$ cat src/rtl/multicycle_decoder.sv
// multicycle_decoder: Moore control FSM for a multicycle ARM datapath.
// Sequences fetch, decode, execute, memory and write-back over one shared
// ALU and memory port, and decodes the data-processing command into an ALU
// operation and flag-write enables. Op/Funct/Rd/CondEx come from registered
// sources (instruction register / condition flops) and are used directly.
module multicycle_decoder #(
  parameter bit EXT_OPS   = 1'b1,  // 1: EOR/MOV/CMP/TST also decode as legal
  parameter int ALUCTRL_W = 3      // >=3 with EXT_OPS, >=2 without
) (
  input  logic                 clk,
  input  logic                 reset,      // synchronous, active-low
  input  logic [1:0]           Op,
  input  logic [5:0]           Funct,
  input  logic [3:0]           Rd,
  input  logic                 CondEx,
  output logic                 PCWrite,
  output logic                 IRWrite,
  output logic                 RegW,
  output logic                 MemW,
  output logic                 AdrSrc,
  output logic                 ALUSrcA,
  output logic [1:0]           ResultSrc,
  output logic [1:0]           ALUSrcB,
  output logic [1:0]           ImmSrc,
  output logic [1:0]           RegSrc,
  output logic [ALUCTRL_W-1:0] ALUControl,
  output logic [1:0]           FlagW,
  output logic                 Illegal,
  output logic [3:0]           State
);

  typedef enum logic [3:0] {
    S_FETCH    = 4'd0,
    S_DECODE   = 4'd1,
    S_MEMADR   = 4'd2,
    S_MEMREAD  = 4'd3,
    S_MEMWB    = 4'd4,
    S_MEMWRITE = 4'd5,
    S_EXECR    = 4'd6,
    S_EXECI    = 4'd7,
    S_ALUWB    = 4'd8,
    S_BRANCH   = 4'd9
  } state_e;

  localparam logic [2:0] ALU_ADD = 3'b000;
  localparam logic [2:0] ALU_SUB = 3'b001;
  localparam logic [2:0] ALU_AND = 3'b010;
  localparam logic [2:0] ALU_ORR = 3'b011;
  localparam logic [2:0] ALU_EOR = 3'b100;
  localparam logic [2:0] ALU_MOV = 3'b101;

  state_e state_q;
  state_e state_d;

  // Instruction field aliases: Funct = {I, cmd[3:0], S/L}
  logic       i_bit;
  logic [3:0] cmd;
  logic       s_bit;
  logic       rd_is_pc;

  assign i_bit    = Funct[5];
  assign cmd      = Funct[4:1];
  assign s_bit    = Funct[0];
  assign rd_is_pc = (Rd == 4'hF);

  // ALU command decode; anything not matched leaves dp_legal low
  logic [2:0] alu_code;
  logic       dp_legal;
  logic       is_cmp_tst;
  logic       is_arith;   // ADD, SUB or CMP: these also update C and V

  always_comb begin
    alu_code   = ALU_ADD;
    dp_legal   = 1'b0;
    is_cmp_tst = 1'b0;
    is_arith   = 1'b0;
    case (cmd)
      4'b0100: begin alu_code = ALU_ADD; dp_legal = 1'b1; is_arith = 1'b1; end
      4'b0010: begin alu_code = ALU_SUB; dp_legal = 1'b1; is_arith = 1'b1; end
      4'b0000: begin alu_code = ALU_AND; dp_legal = 1'b1; end
      4'b1100: begin alu_code = ALU_ORR; dp_legal = 1'b1; end
      4'b0001: begin
        if (EXT_OPS) begin alu_code = ALU_EOR; dp_legal = 1'b1; end
      end
      4'b1101: begin
        if (EXT_OPS) begin alu_code = ALU_MOV; dp_legal = 1'b1; end
      end
      4'b1010: begin
        if (EXT_OPS) begin
          alu_code = ALU_SUB; dp_legal = 1'b1; is_cmp_tst = 1'b1; is_arith = 1'b1;
        end
      end
      4'b1000: begin
        if (EXT_OPS) begin alu_code = ALU_AND; dp_legal = 1'b1; is_cmp_tst = 1'b1; end
      end
      default: ;
    endcase
  end

  // Op=11 is never implemented; Op=00 is only legal for a decodable cmd
  logic instr_illegal;
  assign instr_illegal = (Op == 2'b11) || ((Op == 2'b00) && !dp_legal);

  // Flag-write enables, meaningful only in the execute states
  logic flag_nz;
  logic flag_cv;
  assign flag_nz = (s_bit | is_cmp_tst) & CondEx;
  assign flag_cv = flag_nz & is_arith;

  // Next-state logic; unreachable encodings fall back to FETCH
  always_comb begin
    state_d = S_FETCH;
    case (state_q)
      S_FETCH:  state_d = S_DECODE;
      S_DECODE: begin
        if (instr_illegal) begin
          state_d = S_FETCH;
        end else begin
          case (Op)
            2'b01:   state_d = S_MEMADR;
            2'b10:   state_d = S_BRANCH;
            2'b00:   state_d = i_bit ? S_EXECI : S_EXECR;
            default: state_d = S_FETCH;
          endcase
        end
      end
      S_MEMADR:  state_d = s_bit ? S_MEMREAD : S_MEMWRITE;
      S_MEMREAD: state_d = S_MEMWB;
      S_EXECR,
      S_EXECI:   state_d = is_cmp_tst ? S_FETCH : S_ALUWB;
      default:   state_d = S_FETCH;
    endcase
  end

  // State register with synchronous active-low reset
  always_ff @(posedge clk) begin
    if (!reset) begin
      state_q <= S_FETCH;
    end else begin
      state_q <= state_d;
    end
  end

  // Moore outputs per state; write enables and Illegal are killed during reset
  logic [2:0] alu_sel;

  always_comb begin
    PCWrite   = 1'b0;
    IRWrite   = 1'b0;
    RegW      = 1'b0;
    MemW      = 1'b0;
    AdrSrc    = 1'b0;
    ALUSrcA   = 1'b0;
    ResultSrc = 2'b00;
    ALUSrcB   = 2'b00;
    alu_sel   = ALU_ADD;
    FlagW     = 2'b00;
    Illegal   = 1'b0;
    case (state_q)
      S_FETCH: begin
        IRWrite   = 1'b1;
        PCWrite   = 1'b1;
        ALUSrcA   = 1'b1;
        ALUSrcB   = 2'b10;
        ResultSrc = 2'b10;
        alu_sel   = ALU_ADD;
      end
      S_DECODE: begin
        ALUSrcA   = 1'b1;
        ALUSrcB   = 2'b10;
        ResultSrc = 2'b10;
        Illegal   = instr_illegal;
      end
      S_MEMADR: begin
        ALUSrcB = 2'b01;
        alu_sel = ALU_ADD;
      end
      S_MEMREAD: AdrSrc = 1'b1;
      S_MEMWB: begin
        ResultSrc = 2'b01;
        RegW      = CondEx;
        PCWrite   = CondEx & rd_is_pc;   // LDR into R15 also loads the PC
      end
      S_MEMWRITE: begin
        AdrSrc = 1'b1;
        MemW   = CondEx;
      end
      S_EXECR: begin
        ALUSrcB = 2'b00;
        alu_sel = alu_code;
        FlagW   = {flag_nz, flag_cv};
      end
      S_EXECI: begin
        ALUSrcB = 2'b01;
        alu_sel = alu_code;
        FlagW   = {flag_nz, flag_cv};
      end
      S_ALUWB: begin
        RegW    = CondEx;
        PCWrite = CondEx & rd_is_pc;     // DP result into R15 is a jump
      end
      S_BRANCH: begin
        ALUSrcB   = 2'b01;
        ResultSrc = 2'b10;
        alu_sel   = ALU_ADD;
        PCWrite   = CondEx;
      end
      default: ;
    endcase
    if (!reset) begin
      PCWrite = 1'b0;
      IRWrite = 1'b0;
      RegW    = 1'b0;
      MemW    = 1'b0;
      FlagW   = 2'b00;
      Illegal = 1'b0;
    end
  end

  // Source selects depend only on the instruction class, in every state
  assign ImmSrc = (Op == 2'b01) ? 2'b01 :
                  (Op == 2'b10) ? 2'b10 : 2'b00;
  assign RegSrc = {(Op == 2'b01) && !s_bit, (Op == 2'b10)};

  assign ALUControl = ALUCTRL_W'(alu_sel);
  assign State      = state_q;

endmodule

$ cat config.mk
export PLATFORM = sky130hd
export DESIGN_NAME = multicycle_decoder
export DESIGN_NICKNAME = d
export VERILOG_FILES = /design/src/rtl/multicycle_decoder.sv
export SDC_FILE = /design/constraint.sdc
export NUM_CORES = 1
export LEC_CHECK = 0
export BUFFER_PORTS_ARGS = -buffer_cell sky130_fd_sc_hd__buf_2
export CORE_MARGIN = 1
export CORE_UTILIZATION = 40
export DETAILED_ROUTE_END_ITERATION = 16
export PLACE_DENSITY = 0.79
export SLEW_MARGIN = 5
export SYNTH_ARGS = -nofsm -noshare
export SYNTH_HDL_FRONTEND = slang
export SYNTH_SLANG_ARGS = --single-unit
$ cat constraint.sdc
create_clock -name clk -period 1.35 [get_ports clk]
set_input_delay 0.0675 -clock clk [delete_from_list [all_inputs] [get_ports clk]]
set_output_delay 0.0675 -clock clk [all_outputs]
set_load 0.02 [all_outputs]
==> impl_metrics.env, run 1 <==
export IMPL_synth_top_area_cell="dfxtp_1"
export IMPL_synth_cells=86
export IMPL_min_period_over_period_pct=118
export IMPL_final_area_sq_um=990
export IMPL_rrSetupSlack_ns=0.09
export IMPL_htree_levels=1
export IMPL_clk_latency_ns=0.25
export IMPL_relSlewSlack_pct=77.6
export IMPL_vias=841
export IMPL_critPathLaunchType="flip-flop"
export IMPL_largest_reg_flops=4
export IMPL_area_delta_synth_final_pct=72.0
export IMPL_finalHoldViolCount=0
export IMPL_path_class="flip-flop to output port"
export IMPL_netlist_area_sq_um=576
export IMPL_routed_wl_microns=2070
export IMPL_start_util_pct=43.7
export IMPL_dr_pass1_iters=4
export IMPL_drive_gt1_share_pct=56.7
export IMPL_vias_per_cell=5.64
export IMPL_synth_xor_area_share_pct=6.09
export IMPL_final_min_clock_period_ns=1.59
export IMPL_cts_root_buf="clkbuf_4"
export IMPL_drtAntennaViolNets=0
export IMPL_r2r_start="State[3]"
export IMPL_fin_skew_ns=0.00858
export IMPL_status="complete, but fails checks"
export IMPL_hp_start="reset"
export IMPL_startpoint="State[3]"
export IMPL_rsz0062_at_grt="true"
export IMPL_syn_num_nets=101
export IMPL_gp_congestion=0.795
export IMPL_pwr_density_cell_nw_per_um2=706
export IMPL_synth_simple_area_share_pct=41.5
export IMPL_clkSlewWorstSetupHoldPaths_ns=0.04
export IMPL_vdd_drop_max_mv=0.436
export IMPL_cts_tree="yes"
export IMPL_drt_iter0_drc=24
export IMPL_max_slew_worst_pin_slew_ns=0.335
export IMPL_numClockSinks=4
export IMPL_gr_usage_all_layers_pct=27.8
export IMPL_final_common_cell="buf_2"
export IMPL_dp_hpwl_microns=1380
export IMPL_final_max_slew_viol_count=0
export IMPL_die_area_sq_um=1590
export IMPL_arrival_ns=1.52
export IMPL_port_buffers=38
export IMPL_postCtsHoldBufs=0
export IMPL_grt_max_degree=10
export IMPL_cellLeakagePower_nw=0.477
export IMPL_drc=0
export IMPL_ys_async_sr_fraction_pct=0
export IMPL_setup_ws_ns=-0.237
export IMPL_seq_area_frac_synth_pct=13.9
export IMPL_grt_pass1_wl_microns=2970
export IMPL_fmax_mhz=630
export IMPL_cap_violations=0
export IMPL_synth_top_family_by_area="simple AND/OR/NAND/NOR gates"
export IMPL_antennaDiodeCount=0
export IMPL_violations="negative setup slack"
export IMPL_dieWidth_microns=39.9
export IMPL_final_cells=149
export IMPL_dpl_cell_area_sq_um=827
export IMPL_cp_data_required_time_ns=1.28
export IMPL_antenna_found_initial=0
export IMPL_post_synth_top_area_fraction_pct=13.9
export IMPL_clockBufferDepth=2
export IMPL_crit_fanout=5
export IMPL_endpoint_kind="output port"
export IMPL_ys_types=38
export IMPL_num_rows=13
export IMPL_hold_slack_ns=0.0772
export IMPL_ys_ff_latch=4
export IMPL_core_sq_um=1320
export IMPL_grt_pass1_vias=683
export IMPL_synth_compound_area_share_pct=26.7
export IMPL_final_util_pct=75.1
export IMPL_numPlacedInstances=139
export IMPL_cts_buffers_inserted=3
export IMPL_setup_viol=11
export IMPL_drt_wirelength_per_cell_microns=13.9
export IMPL_yosysWarnings=0
export IMPL_synth_area_per_cell_sq_um=6.69
export IMPL_synth_edf_count=0
export IMPL_layout_common_cells="buf_2 (30), buf_4 (17), nand2_1 (9), nor3_1 (7), buf_6 (6)"
export IMPL_yosys_top_cells_area="dfxtp_1 (14%), nor3_1 (8.7%), nand2_1 (6.5%)"
export IMPL_grt_overflow=0
export IMPL_io_pins=39
export IMPL_die_y_microns=39.9
export IMPL_hold_path_class="primary input to flip-flop"
export IMPL_nets=150
export IMPL_yosys_mux_area_fraction_pct=0
export IMPL_synth_adder_area_share_pct=0
export IMPL_synthFlopType="dfxtp_1"
-- final cells by class --
type,count,area [sq um]
Sequential cell,4,90.1
Inverter,5,21.3
Fill cell,115,328
Timing Repair Buffer,53,345
Tap cell,15,18.8
Multi-Input combinational cell,68,488
Clock buffer,4,26.3
-- logic make-up (layout without fill, tap and decap cells) --
family	Yosys count	count (layout)
xor+xnor	4	4
simple gates	44	44
buf+inv	14	62
flops	4	4
compound gates	20	20
-- synthesized netlist by cell type (2+ instances only) --
cell and count:
nand2_1 10, o21ai_0 2, xnor2_1 3, buf_2 3, nor2_1 5, clkbuf_1 4, o221ai_1 2, nand2b_1 5
dfxtp_1 4, inv_1 5, nand3_1 3, o211a_1 2, nor3_1 10, a21oi_1 4
-- final timing paths --
path,to,depth (start not counted)
worst max register to register,State[1],4
worst min register to register,State[2],3
worst min-delay path,State[3],2
worst max-delay path,FlagW[1],5
-- what timing repair did --
| action | 4_1_cts | 5_1_grt |
|---|---|---|
| buffers inserted | 4 | 2 |
| pin swaps | 5 | 2 |
| setup endpoints to repair | 7 | 13 |
| resized for setup | 16 | 9 |
-- worst max-delay path, stage by stage (launching register included) --
cell and delay (ns):
dfxtp_4 0.35, buf_4 0.14, nand3b_1 0.29, buf_4 0.22, nor3_2 0.11, buf_4 0.16
-- metal layers --
layer  vias to the layer above  share of wire (%)  wire [microns]  global-route usage (%)
li1                        407                  -               -                       -
met1                       399                 44             908                    35.2
met2                        35                 52            1070                    46.4
met3                         0                4.4              92                    5.56
met4                         0                  0               0                    9.48
met5                         -                  0               0                       0
-- per-stage QoR --
step / TNS (ns) / setup WS (ns) / power, W
floorplan: -0.0464 / -0.0457 / 0.000361
global placement: 0 / 0.0366 / 0.000468
detailed placement: 0 / 0.00214 / 0.000476
CTS: -0.949 / -0.237 / 0.000682
global route: -2.04 / -0.298 / 0.000746
finish: -1.38 / -0.237 / 0.000699
-- power breakdown --
group	switching, W	total [W]	leakage (nW)	internal [W]
Combinational	0.000219	0.000386	0.427	0.000167
Clock	0.0000580	0.000169	0.0150	0.000111
Sequential	0.0000136	0.000143	0.0349	0.000129
No activity file was read; power rests on OpenSTA's default activity.
==> inputs of run 2 (changes only) <==
ABC_AREA = 1   (was default)
CORE_UTILIZATION = 37   (was 40)
PLACE_DENSITY = 0.77   (was 0.79)
==> run 2 against run 1 <==
Compared with the run above: critical endpoint is now PCWrite; clock power is 11% lower; combinational power is 23% lower; the flow still finishes with violations (negative setup slack); cell area is 11% lower; highest routed layer is now met4; sequential share of layout area is 1.4 points higher.
==> impl_metrics.env, run 2 <==
export IMPL_final_common_cell="buf_2"
export IMPL_grt_pass1_vias=668
export IMPL_relSlewSlack_pct=87.8
export IMPL_wl_met1_microns=735
export IMPL_yosysWarnings=0
export IMPL_clk_latency_ns=0.24
export IMPL_drtAntennaViolNets=0
export IMPL_final_min_clock_period_ns=1.39
export IMPL_antenna_found_initial=0
export IMPL_io_pins=39
export IMPL_cp_slowest_cell="dfxtp_4"
export IMPL_numClockSinks=4
export IMPL_clkSlewWorstSetupHoldPaths_ns=0.04
export IMPL_dieWidth_microns=38.5
export IMPL_hold_path_class="primary input to flip-flop"
export IMPL_synth_edf_count=0
export IMPL_num_fill_cells=91
export IMPL_clockBufferDepth=2
export IMPL_cts_tree="yes"
export IMPL_ys_ff_latch=4
export IMPL_finalHoldViolCount=0
export IMPL_pwr_density_cell_nw_per_um2=669
export IMPL_port_buffers=38
export IMPL_path_class="flip-flop to output port"
export IMPL_cellLeakagePower_nw=0.529
export IMPL_min_period_over_period_pct=103
export IMPL_pre_cts_ws_ns=0.0733
export IMPL_cts_root_buf="clkbuf_4"
export IMPL_cap_violations=0
export IMPL_status="complete, but fails checks"
export IMPL_post_synth_top_area_fraction_pct=16.8
export IMPL_vias=798
export IMPL_final_util_pct=75.4
export IMPL_synth_most_common_cell="nand2_1"
export IMPL_cp_data_required_time_ns=1.28
export IMPL_core_sq_um=1170
export IMPL_max_slew_worst_pin_slew_ns=0.183
export IMPL_largest_reg_flops=4
export IMPL_multi_input_area_sq_um=375
export IMPL_die_area_sq_um=1480
export IMPL_drt_wirelength_per_cell_microns=11.0
export IMPL_yosys_top_cells_count="nand2_1 (22), nor2_1 (19), inv_1 (18), nand3_1 (8), a21oi_1 (6)"
export IMPL_slowest_delay_ns=0.37
export IMPL_crit_fanout=7
export IMPL_grt_overflow=0
export IMPL_vias_per_cell=4.99
export IMPL_routed_wl_microns=1770
export IMPL_dp_hpwl_microns=1150
export IMPL_grt_pass1_wl_microns=2640
export IMPL_vdd_drop_max_mv=0.588
export IMPL_synthFlopType="dfxtp_1"
export IMPL_nets=163
export IMPL_synth_cells=95
export IMPL_p_total_w=0.000591
export IMPL_critPathLaunchType="flip-flop"
export IMPL_fmax_mhz=721
export IMPL_htree_levels=1
export IMPL_netlist_area_sq_um=492
export IMPL_syn_num_nets=110
export IMPL_ys_async_sr_fraction_pct=0
export IMPL_gp_congestion=0.831
export IMPL_seq_area_frac_synth_pct=16.3
export IMPL_hold_slack_ns=0.115
export IMPL_ys_types=18
export IMPL_top_layer="met4"
export IMPL_drc=0
export IMPL_drive_gt1_share_pct=52.1
export IMPL_routed_wl_met3_microns=137
export IMPL_die_y_microns=38.5
export IMPL_start_util_pct=42.0
export IMPL_final_max_slew_viol_count=0
export IMPL_drt_iter0_drc=33
export IMPL_wl_met2_microns=854
export IMPL_setup_viol=3
export IMPL_synth_top_area_cell="nand2_1"
export IMPL_num_rows=12
export IMPL_gr_usage_all_layers_pct=25.5
export IMPL_area_delta_synth_final_pct=79.6
export IMPL_dr_pass1_iters=4
export IMPL_violations="negative setup slack"
export IMPL_fin_skew_ns=0.00568
export IMPL_postCtsHoldBufs=0
export IMPL_layout_common_cells="buf_2 (30), buf_4 (18), nor2_1 (17), nand2_1 (17), inv_1 (12)"
export IMPL_grt_max_degree=8
export IMPL_arrival_ns=1.32
export IMPL_synth_area_per_cell_sq_um=5.18
export IMPL_worstPathCellList="inv_4 -> nand2_2 -> a21oi_2 -> inv_1 -> nor2_1 -> o21bai_1 -> o21ai_1 -> buf_4"
export IMPL_setup_ws_ns=-0.0365
export IMPL_yosys_top_cells_area="nand2_1 (17%), dfxtp_1 (16%), nor2_1 (15%)"
export IMPL_antennaDiodeCount=0
export IMPL_rsz0062_at_grt="true"
export IMPL_cts_buffers_inserted=3
export IMPL_register_area_sq_um=92.6
export IMPL_endpoint_kind="output port"
run 2: cell types whose count changed in the layout (fill, tap and decap cells not counted), sizes merged, moves of 3 or more:
| cell | change |
|---|---|
| nand2b | -5 |
| nand2 | +13 |
| nand3 | +5 |
| buf | -4 |
| inv | +14 |
| nor3 | -6 |
| xnor2 | -3 |
| nor2 | +16 |
run 2: cell families (layout without fill, tap and decap cells):
group           after synthesis  after routing  synth area share (%)
simple gates                 59             59                  53.9
buf+inv                      20             71                  16.0
compound gates               12             12                  13.7
flops                         4              4                  16.3
run 2: path summary, 6_finish.rpt:
| path | from | end | slack (ns) | depth (start not counted) |
|---|---|---|---|---|
| hold / removal | Funct[0] | State[1] | 0.11 | 3 |
| setup reg to reg | State[2] | State[1] | 0.01 | 8 |
| hold reg to reg | State[0] | State[2] | 0.64 | 2 |
| setup / recovery | State[0] | PCWrite | -0.04 | 8 |
run 2: critical path, delay by kind of cell, from the launching register on:
| kind | cells | cell delay, ns |
|---|---|---|
| flops | 1 | 0.37 |
| buf+inv | 3 | 0.28 |
| compound gates | 3 | 0.27 |
| simple gates | 2 | 0.17 |
run 2: layer usage:
layer  up-vias  GRT usage, %
met4         0          15.5
met1       340          32.5
met2        48          41.5
met3         5          1.74
li1        405             -
met5         -             0
run 2: through the flow:
stage | area [sq um] | TNS [ns] | instances
5_1_grt | 883 | -0.533 | 160
3_3_place_gp | 698 | 0 | 146
6_report | 883 | -0.0773 | 160
2_1_floorplan | 498 | -0.00224 | 95
3_5_place_dp | 698 | 0 | 146
4_1_cts | 831 | -0.0232 | 158
run 2: where the power goes:
group / switching (W) / total [W] / internal, W
Sequential: 0.0000168 / 0.000143 / 0.000126
Clock: 0.0000503 / 0.000150 / 0.0000994
Combinational: 0.000178 / 0.000298 / 0.000120
Total: 0.000245 / 0.000591 / 0.000346
run 2: final cells by class:
cell class	instances	area share, %
Inverter	19	8.92
Tap cell	14	1.98
Clock buffer	3	2.55
Sequential cell	4	10.5
Multi-Input combinational cell	71	42.5
Timing Repair Buffer	49	33.6
run 2: timing repair:
| action | 4_1_cts | 5_1_grt |
|---|---|---|
| resized for setup | 22 | 16 |
| pin swaps | 4 | 5 |
| buffers inserted | 9 | 2 |
| endpoints found under the setup margin | 8 | 9 |
